**src/rtl/ahbl_pkg.sv**
```systemverilog
// Shared AHB-Lite encodings and the default-slave state encoding.
package ahbl_pkg;

  // HTRANS transfer types
  localparam logic [1:0] HTRANS_IDLE   = 2'b00;
  localparam logic [1:0] HTRANS_BUSY   = 2'b01;
  localparam logic [1:0] HTRANS_NONSEQ = 2'b10;
  localparam logic [1:0] HTRANS_SEQ    = 2'b11;

  // HRESP encodings
  localparam logic HRESP_OKAY  = 1'b0;
  localparam logic HRESP_ERROR = 1'b1;

  // Default-slave FSM states
  localparam logic [1:0] DEF_OK   = 2'b00;
  localparam logic [1:0] DEF_ERR1 = 2'b01;
  localparam logic [1:0] DEF_ERR2 = 2'b10;

  // True for transfer types that require a slave response (NONSEQ/SEQ)
  function automatic logic htrans_active(input logic [1:0] htrans);
    return (htrans == HTRANS_NONSEQ) || (htrans == HTRANS_SEQ);
  endfunction

endpackage

```
**src/rtl/ahbl_default_slave.sv**
```systemverilog
// Default slave for unmapped addresses: two-cycle AHB ERROR response.
//
// state    | meaning
// ---------+----------------------------------------------------------
// DEF_OK   | idle; zero-wait OKAY (hreadyout=1, hresp=0)
// DEF_ERR1 | first error cycle; stalls bus (hreadyout=0, hresp=1)
// DEF_ERR2 | second error cycle; completes transfer (hreadyout=1, hresp=1)
module ahbl_default_slave
  import ahbl_pkg::*;
(
  input  logic HCLK,
  input  logic HRESETn,
  input  logic i_req,
  input  logic i_hready,
  output logic o_hreadyout,
  output logic o_hresp
);

  logic [1:0] r_state;
  logic [1:0] w_state_nxt;

  // Next-state logic; ERR1 always advances since the default slave owns HREADY then
  always_comb begin
    w_state_nxt = DEF_OK;
    case (r_state)
      DEF_OK:   w_state_nxt = (i_hready && i_req) ? DEF_ERR1 : DEF_OK;
      DEF_ERR1: w_state_nxt = DEF_ERR2;
      DEF_ERR2: w_state_nxt = i_req ? DEF_ERR1 : DEF_OK;
      default:  w_state_nxt = DEF_OK;
    endcase
  end

  // State register
  always_ff @(posedge HCLK or negedge HRESETn) begin
    if (!HRESETn) r_state <= DEF_OK;
    else          r_state <= w_state_nxt;
  end

  // Outputs come straight from registered state, no input-to-output path
  assign o_hreadyout = (r_state != DEF_ERR1);
  assign o_hresp     = ((r_state == DEF_ERR1) || (r_state == DEF_ERR2)) ? HRESP_ERROR : HRESP_OKAY;

endmodule

```
**src/rtl/ahbl_decoder3.sv**
```systemverilog
// AHB-Lite three-way address decoder: address-phase selects, registered
// one-hot data-phase mux select, and the internal default slave in slot 2.
module ahbl_decoder3
  import ahbl_pkg::*;
#(
  parameter int            AW      = 32,
  parameter logic [AW-1:0] S0_BASE = 32'h0000_0000,
  parameter logic [AW-1:0] S0_MASK = 32'hF000_0000,
  parameter logic [AW-1:0] S1_BASE = 32'h1000_0000,
  parameter logic [AW-1:0] S1_MASK = 32'hF000_0000
) (
  input  logic          HCLK,
  input  logic          HRESETn,
  input  logic [AW-1:0] HADDR,
  input  logic [1:0]    HTRANS,
  input  logic          HREADY,
  output logic          hsel_s0,
  output logic          hsel_s1,
  output logic [2:0]    dsel,
  output logic          def_hreadyout,
  output logic          def_hresp
);

  logic       w_m0;
  logic       w_m1;
  logic       w_mdef;
  logic       w_req;
  logic [2:0] r_dsel;

  // Slot 0 has priority where the two windows overlap
  assign w_m0   = ((HADDR & S0_MASK) == S0_BASE);
  assign w_m1   = ((HADDR & S1_MASK) == S1_BASE) && !w_m0;
  assign w_mdef = !w_m0 && !w_m1;

  // Selects are not gated by HTRANS; real slaves answer IDLE/BUSY themselves
  assign hsel_s0 = w_m0;
  assign hsel_s1 = w_m1;

  assign w_req = HREADY && w_mdef && htrans_active(HTRANS);

  // Data-phase select captured when the address phase completes, held across wait states
  always_ff @(posedge HCLK or negedge HRESETn) begin
    if (!HRESETn)    r_dsel <= 3'b100;
    else if (HREADY) r_dsel <= {w_mdef, w_m1, w_m0};
  end

  assign dsel = r_dsel;

  ahbl_default_slave u_def (
    .HCLK        (HCLK),
    .HRESETn     (HRESETn),
    .i_req       (w_req),
    .i_hready    (HREADY),
    .o_hreadyout (def_hreadyout),
    .o_hresp     (def_hresp)
  );

endmodule

```
**config.mk**
```make
export PLATFORM = sky130hd
export DESIGN_NAME = ahbl_decoder3
export DESIGN_NICKNAME = d
export VERILOG_FILES = /design/src/rtl/ahbl_pkg.sv /design/src/rtl/ahbl_default_slave.sv /design/src/rtl/ahbl_decoder3.sv
export SDC_FILE = /design/constraint.sdc
export NUM_CORES = 1
export LEC_CHECK = 0
export ABC_AREA = 1
export BUFFER_PORTS_ARGS = -buffer_cell sky130_fd_sc_hd__buf_2
export CELL_PAD_IN_SITES_DETAIL_PLACEMENT = 0
export CELL_PAD_IN_SITES_GLOBAL_PLACEMENT = 1
export CORE_UTILIZATION = 18
export CTS_CLUSTER_DIAMETER = 80
export DETAILED_ROUTE_END_ITERATION = 16
export GPL_ROUTABILITY_DRIVEN = 0
export GPL_TIMING_DRIVEN = 0
export PLACE_DENSITY = 0.86
export SYNTH_ARGS = -nofsm -noshare
export SYNTH_HDL_FRONTEND = slang
export SYNTH_HIERARCHICAL = 1
export SYNTH_SLANG_ARGS = --single-unit
```
**constraint.sdc**
```tcl
create_clock -name HCLK -period 1.2 [get_ports HCLK]
set_input_delay 0.18 -clock HCLK [delete_from_list [all_inputs] [get_ports HCLK]]
set_output_delay 0.18 -clock HCLK [all_outputs]
set_load 0.01 [all_outputs]
```
==> results of run 1 <==
==> path summary, 6_finish.rpt <==
path                                  start          endpoint  slack (ns)
max                        u_def/r_state[0]         def_hresp       -0.04
min                                  HREADY           dsel[2]        0.20
max reg2reg                u_def/r_state[0]  u_def/r_state[0]        0.17
min reg2reg                         dsel[1]           dsel[1]        0.47
max in group asynchronous           HRESETn           dsel[2]        0.71
min in group asynchronous           HRESETn           dsel[1]        0.28
==> power by group through the flow <==
| stage | clock network (mW) | registers [mW] | logic (mW) |
|---|---|---|---|
| 6_report | 0.199 | 0.186 | 0.0942 |
| 5_1_grt | 0.219 | 0.187 | 0.105 |
| 4_1_cts | 0.209 | 0.186 | 0.0947 |
| 3_5_place_dp | 0 | 0.188 | 0.0734 |
| 3_3_place_gp | 0 | 0.188 | 0.0715 |
| 2_1_floorplan | 0 | 0.190 | 0.0363 |
==> through the flow <==
stage | instances | hold WS [ns] | setup TNS, ns | area [um^2] | setup slack [ns]
2_1_floorplan | 38 | -0.116 | 0 | 319 | 0.265
3_5_place_dp | 68 | -0.00231 | 0 | 409 | 0.126
3_3_place_gp | 68 | -0.00501 | 0 | 409 | 0.144
5_1_grt | 77 | 0.208 | -0.143 | 495 | -0.0819
4_1_cts | 77 | 0.196 | -0.0883 | 494 | -0.0629
6_report | 77 | 0.200 | -0.0515 | 495 | -0.0389
==> critical path: cells and delay by family (launching register included) <==
family | cells | cell delay (ns)
flops | 1 | 0.43
buf+inv | 2 | 0.19
fa+ha+maj | 1 | 0.19
==> layer usage <==
metal	track usage	vias up	share of wire
met2	0.147	10	0.56
met5	0	-	0
met3	0.0490	0	0.063
met4	0.0545	0	0
li1	-	155	-
met1	0.0602	135	0.37
==> logic make-up (layout without fill, tap and decap cells) <==
kind of cell,Yosys count,after routing,synth area share
AOI/OAI and AO/OA,1,1,0.0275
adders and majority gates,5,5,0.196
buffers and inverters,9,32,0.106
DFF,5,5,0.396
and+or+nand+nor,18,18,0.275
==> timing repair <==
item,4_1_cts,5_1_grt
gates resized for setup,4,1
hold endpoints to repair,5,0
setup buffers,4,0
pin swaps,0,1
endpoints found under the setup margin,2,2
hold buffers,1,0
==> sequential cells by signal (all words and copies together) (netlist names) <==
name,cells
dsel,3
u_def/r_state,2
==> cell usage after synthesis, drive strengths merged <==
master / n
nand2: 10
inv: 9
nor2: 6
ha: 5
dfrtp: 4
nand3: 2
a21oi: 1
dfstp: 1
==> cell type report <==
type | count | area share
Clock buffer | 4 | 0.0530
Inverter | 9 | 0.0682
Multi-Input combinational cell | 24 | 0.346
Sequential cell | 5 | 0.258
Tap cell | 16 | 0.0404
Timing Repair Buffer | 19 | 0.235
==> results.tsv, run 1 <==
metric	value	unit
GRT Residual Overflow	0	
final max-slew violation count	0	
highest clock rate	0.807	GHz
vias per cell	3.90	
initial antenna violation count	0	
Mapped Nets	80	
fillers	179	
commonest cells after routing, fill and taps aside	13 x buf_2, 7 x inv_1, 7 x nand2_1	
Sequential Area	128	um^2
static leakage	0.276	nW
routed via count	300	
failing checks	setup timing	
Avg Inst Size Synth	8.40	um^2
commonest non-fill, non-tap cell in the layout	buf_2	
Logic pwr share	0.197	
worst clock skew	0.0000661	ns
I/O Buffers	14	
Core Box Area	1580	um^2
final setup vio count	2	
Clk network pwr share	0.415	
RSZ-0062 raised after global routing	yes	
largest net degree at the start of global routing	6	
Multi-input gate area	171	um^2
worst setup margin	-0.0389	ns
Detailed Route Iter0 Violations	0	
Antenna Cells	0	
Yosys top cell area share	0.314	
Nets	104	
chip width	44.1	um
synth warn	6	
power density over cell area	966	nW/um^2
measured slew at the worst slew-check pin	0.120	ns
antenna viol nets, final	0	
clock sink total	5	
cells on worst reg2reg path	5	
worst vdd ir	0.528	mV
CP max stage delay	0.43	ns
io pins	44	
synthesized instance count	38	
NetSw	0.126	mW
GRT Total Usage	0.0802	
Sw Share	0.264	
Final Cycle Share	1.03	
worst hold stages	3	
clk slew on worst S/H paths	0.05	ns
Seq/Total Area, Yosys	0.396	
Final Util	0.314	
post-DP HPWL	483	um
Max Fanout on Critical Path	4	
overall power	0.479	mW
first-pass GRT wire length	1040	um
max-capacitance violation count	0	
crit start category	register	
vias in the first global route	270	
Critical-path top delay cell	dfrtp_2	
CP Class	register to primary output	
area grow syn2layout	55.3	%
clock latency on the worst-skew pair	0.24	ns
Residual DRC	0	
CP Cell Sequence	inv_2 > ha_4 > buf_6	
Initial Utilization	0.202	
Die Ht	44.1	um
ratio of cells with drive above 1 in the final layout	0.525	
TritonRoute pass-1 iters	1	
Unique masters post-synth	11	
Yosys top cell by area	dfrtp_1	
status	complete, but fails checks	
sequential share of power	0.388	
Int Power	0.352	mW
Tmin final	1.24	ns
Worst Path Arrival	1.06	ns
post-synthesis cell area	319	um^2
CTS tree	built	
clock root buffer	clkbuf_4	
die area	1940	um^2
WL final	683	um
row cnt	14	
critical path required time	1.02	ns
synthesized flop and latch total	5	
CP Capture Type	primary output	
WL/cell	8.87	um
final hold violations	0	
total CTS buffers	3	
synth top area cells	dfrtp_1 31%, ha_1 20%, inv_1 11%	
H-tree depth	1	
Longest Clk Path Bufs	2	
Worst Hold Class	input port to register	
Max-slew headroom	0.920	
Power figures use the tool's default switching activity.
==> run 2, diff against run 1 <==
--- a/config.mk
+++ b/config.mk
@@ -10,4 +10,5 @@
 export CELL_PAD_IN_SITES_DETAIL_PLACEMENT = 0
 export CELL_PAD_IN_SITES_GLOBAL_PLACEMENT = 1
+export CORE_ASPECT_RATIO = 1.2
 export CORE_UTILIZATION = 18
 export CTS_CLUSTER_DIAMETER = 80
==> constraint.sdc (replaced) <==
create_clock -name HCLK -period 1.2 [get_ports HCLK]
set_input_delay 0.18 -clock HCLK [delete_from_list [all_inputs] [get_ports HCLK]]
set_output_delay 0.18 -clock HCLK [all_outputs]
set_load 0.05 [all_outputs]
==> run 2 against run 1 <==
Effect of this change: via count up 0.67%; critical endpoint unchanged; hold slack better by 0.015 ns; largest cell class unchanged; the flow still finishes with violations (setup timing); highest routed layer unchanged; largest power group unchanged; non-clock buffer count up 1.
==> results.tsv, run 2 (synthesis results as in run 1) <==
metric	value	unit
status	complete, but fails checks	
failing checks	setup timing	
Cell Count, Final, Fillers Out	80	
CP max stage delay	0.44	ns
Final Cycle Share	1.08	
commonest cells after routing, fill and taps aside	11 x buf_2, 7 x nand2_1, 6 x inv_1, 6 x buf_4, 4 x nor2_1	
final setup vio count	2	
WL/cell	8.29	um
largest net degree at the start of global routing	6	
Die Ht	48.1	um
Detailed Route Iter0 Violations	4	
dpl cells	70	
row cnt	16	
power density over cell area	980	nW/um^2
die area	1950	um^2
Post-Route Setup TNS	-0.125	ns
ratio of cells with drive above 1 in the final layout	0.565	
H-tree depth	1	
Worst Path Arrival	1.12	ns
vias in the first global route	266	
clock root buffer	clkbuf_4	
crit start category	register	
io pins	44	
clock sink total	5	
CP Class	register to primary output	
post-DP HPWL	467	um
final max-slew violation count	0	
worst setup margin	-0.100	ns
Worst Hold Class	input port to register	
Critical-path top delay cell	dfrtp_2	
Nets	105	
I/O Buffers	14	
total CTS buffers	3	
initial antenna violation count	0	
Max-slew headroom	0.836	
TritonRoute pass-1 iters	2	
antenna viol nets, final	0	
area grow syn2layout	66.3	%
Antenna Cells	0	
worst vdd ir	0.417	mV
RSZ-0062 raised after global routing	yes	
CP Capture Type	primary output	
Residual DRC	0	
vias per cell	3.78	
highest clock rate	0.769	GHz
GRT Total Usage	0.0703	
CTS tree	built	
static leakage	0.288	nW
max-capacitance violation count	0	
GRT Residual Overflow	0	
measured slew at the worst slew-check pin	0.248	ns
first-pass GRT wire length	869	um
routed via count	302	
Longest Clk Path Bufs	2	
Max Fanout on Critical Path	4	
Tmin final	1.30	ns
critical path required time	1.02	ns
final hold violations	0	
clock latency on the worst-skew pair	0.24	ns
chip width	40.4	um
CP Cell Sequence	inv_2 > ha_4 > buf_8	
Core Box Area	1640	um^2
clk slew on worst S/H paths	0.04	ns
Initial Utilization	0.194	
max reg flops	3	
worst clock skew	0.0000296	ns
commonest non-fill, non-tap cell in the layout	buf_2	
WL final	663	um
[run 2: path summary, 6_finish.rpt]
path / from / endpoint / slack, ns / depth (start not counted)
max: u_def/r_state[0] / def_hresp / -0.10 / 3
min: HREADY / dsel[2] / 0.21 / 3
max reg2reg: u_def/r_state[0] / u_def/r_state[0] / 0.18 / 5
min reg2reg: dsel[0] / dsel[0] / 0.48 / 2
max in group asynchronous: HRESETn / dsel[2] / 0.70 / 2
min in group asynchronous: HRESETn / u_def/r_state[0] / 0.29 / 2
[run 2: area by class of cell]
class / instances / area (um^2)
fillers: 182 / 1110
multi-input cells: 24 / 184
repair buffers: 20 / 136
flip-flops and latches: 5 / 128
inverters: 9 / 33.8
clock buffers: 4 / 26.3
well taps: 18 / 22.5
[run 2: critical path: cells and delay by family, from the launching register on]
kind | cells | cell delay (ns)
adders and majority gates | 1 | 0.20
buffers and inverters | 2 | 0.23
DFF | 1 | 0.44
[run 2: power by group]
part | total [mW] | internal (mW) | leakage, nW | switching (mW)
Combinational | 0.144 | 0.0566 | 0.209 | 0.0874
Clock | 0.189 | 0.125 | 0.0150 | 0.0632
Sequential | 0.187 | 0.180 | 0.0636 | 0.00685
Total | 0.520 | 0.362 | 0.288 | 0.157
[run 2: what timing repair did]
item	CTS	global route
setup endpoints to repair	3	2
gates resized for setup	9	4
hold buffers	1	0
pin swaps	0	1
setup buffers	3	2
hold endpoints to repair	5	0
[run 2: metal layers]
| layer | routed length [um] | GRT usage |
|---|---|---|
| met4 | 0 | 0.0600 |
| met5 | 0 | 0 |
| met1 | 275 | 0.0598 |
| met3 | 51 | 0.0274 |
| met2 | 336 | 0.124 |
[run 2: metrics by stage]
stage	hold WS (ns)	util	setup WS [ns]	total power, mW	cell area, um^2
floorplan	-0.116	-	0.0149	0.265	319
global placement	-0.00724	0.251	0.0414	0.298	412
detailed placement	-0.00327	0.251	0.0471	0.299	412
CTS	0.215	0.306	-0.0968	0.522	502
global route	0.231	0.323	-0.138	0.551	531
finish	0.215	0.323	-0.100	0.520	531
==> run 3, diff against run 2 <==
- CORE_MARGIN: not set -> 2
- CTS_CLUSTER_DIAMETER: 80 -> not set
==> run 3 against run 2 <==
Effect of this change: the run still ends with setup timing left; clock skew barely moved; global-route usage barely moved; combinational power rose by 4%; critical path depth did not move; sequential cell count did not move; non-clock buffer count rose by 2; sequential power barely moved; via count rose by 3.0%; register-to-register slack got worse by 0.13 ns; count of clock-buffer cells in the layout did not move; first-iteration DRC count fell by 25%; total power rose by 1.5%.
==> results.tsv, run 3 (synthesis results as in run 1) <==
metric	value	unit
chip width	42.4	um
row cnt	16	
final max-slew violation count	0	
measured slew at the worst slew-check pin	0.249	ns
Detailed Route Iter0 Violations	3	
first-pass GRT wire length	1090	um
die area	2130	um^2
failing checks	setup timing	
TritonRoute pass-1 iters	2	
WL/cell	8.84	um
clk slew on worst S/H paths	0.04	ns
fillers	186	
Core Box Area	1640	um^2
Initial Utilization	0.194	
critical path required time	1.02	ns
Tmin final	1.31	ns
overall power	0.527	mW
commonest cells after routing, fill and taps aside	11 x buf_2, 8 x buf_4, 7 x nand2_1, 6 x inv_1, 4 x nor2_1	
worst vdd ir	0.428	mV
routed via count	311	
Residual DRC	0	
ratio of cells with drive above 1 in the final layout	0.578	
Final Cycle Share	1.09	
power density over cell area	960	nW/um^2
post-DP HPWL	478	um
Nets	107	
largest net degree at the start of global routing	6	
CTS tree	built	
final hold violations	0	
CP Capture Type	primary output	
worst setup margin	-0.108	ns
WL final	725	um
Worst Path Arrival	1.13	ns
clock root buffer	clkbuf_4	
RSZ-0062 raised after global routing	yes	
I/O Buffers	14	
Die Ht	50.1	um
H-tree depth	1	
antenna viol nets, final	0	
io pins	44	
Longest Clk Path Bufs	2	
worst clock skew	0.0000291	ns
max reg flops	3	
Final Util	0.335	
total CTS buffers	3	
Worst Hold Class	input port to register	
Max-slew headroom	0.835	
max-capacitance violation count	0	
clock latency on the worst-skew pair	0.24	ns
Max Fanout on Critical Path	4	
final setup vio count	2	
area grow syn2layout	72.2	%
Antenna Cells	0	
GRT Total Usage	0.0703	
status	complete, but fails checks	
clock sink total	5	
initial antenna violation count	0	
vias in the first global route	300	
highest clock rate	0.765	GHz
worst slack at placement	0.0480	ns
crit start category	register	
commonest non-fill, non-tap cell in the layout	buf_2	
static leakage	0.299	nW
GRT Residual Overflow	0	
CP Class	register to primary output	
vias per cell	3.79	
run 3: cell count changes in the layout (fill, tap and decap cells not counted), sizes merged:
cell  delta
buf      +2
run 3: critical path, cell delays in order (launching register included):
cell     delay (ns)
dfrtp_2        0.44
inv_2          0.10
ha_4           0.21
buf_8          0.14
run 3: worst paths after layout:
kind	startpoint	endpoint	slack, ns	depth (start not counted)
max	u_def/r_state[0]	def_hresp	-0.11	3
min	HREADY	dsel[2]	0.21	3
max reg2reg	u_def/r_state[0]	u_def/r_state[0]	0.05	6
min reg2reg	dsel[0]	dsel[0]	0.48	2
max in group asynchronous	HRESETn	dsel[2]	0.71	2
min in group asynchronous	HRESETn	u_def/r_state[1]	0.28	2
run 3: metrics by stage:
| stage | cells | hold WS (ns) | area, um^2 | setup TNS (ns) |
|---|---|---|---|---|
| global placement | 70 | -0.00721 | 412 | 0 |
| global route | 82 | 0.230 | 549 | -0.216 |
| detailed placement | 70 | -0.00456 | 412 | 0 |
| CTS | 79 | 0.218 | 509 | -0.154 |
| finish | 82 | 0.212 | 549 | -0.143 |
| floorplan | 38 | -0.116 | 319 | 0 |
run 3: area by class of cell:
class,count,area (um^2),area share
clock buffers,4,26.3,0.0478
inverters,9,33.8,0.0615
multi-input cells,24,184,0.335
repair buffers,22,155,0.282
flip-flops and latches,5,128,0.232
well taps,18,22.5,0.0410
run 3: repair_timing:
item	in CTS	in global routing
setup endpoints to repair	3	2
pin swaps	0	1
hold endpoints to repair	5	0
setup buffers	4	3
hold buffers	1	0
resized for setup	9	5
run 3: report_power, final:
group          internal, mW  total (mW)  switching (mW)
clock                 0.125       0.190          0.0645
sequential            0.180       0.187         0.00700
combinational        0.0615       0.150          0.0887
total                 0.367       0.527           0.160
run 3: routing by layer:
layer,routed length (um),global-route usage,up-vias
met5,0,0,-
met4,0,0.0625,0
met3,57,0.0220,0
met2,416,0.115,11
met1,251,0.0692,139
li1,-,-,161
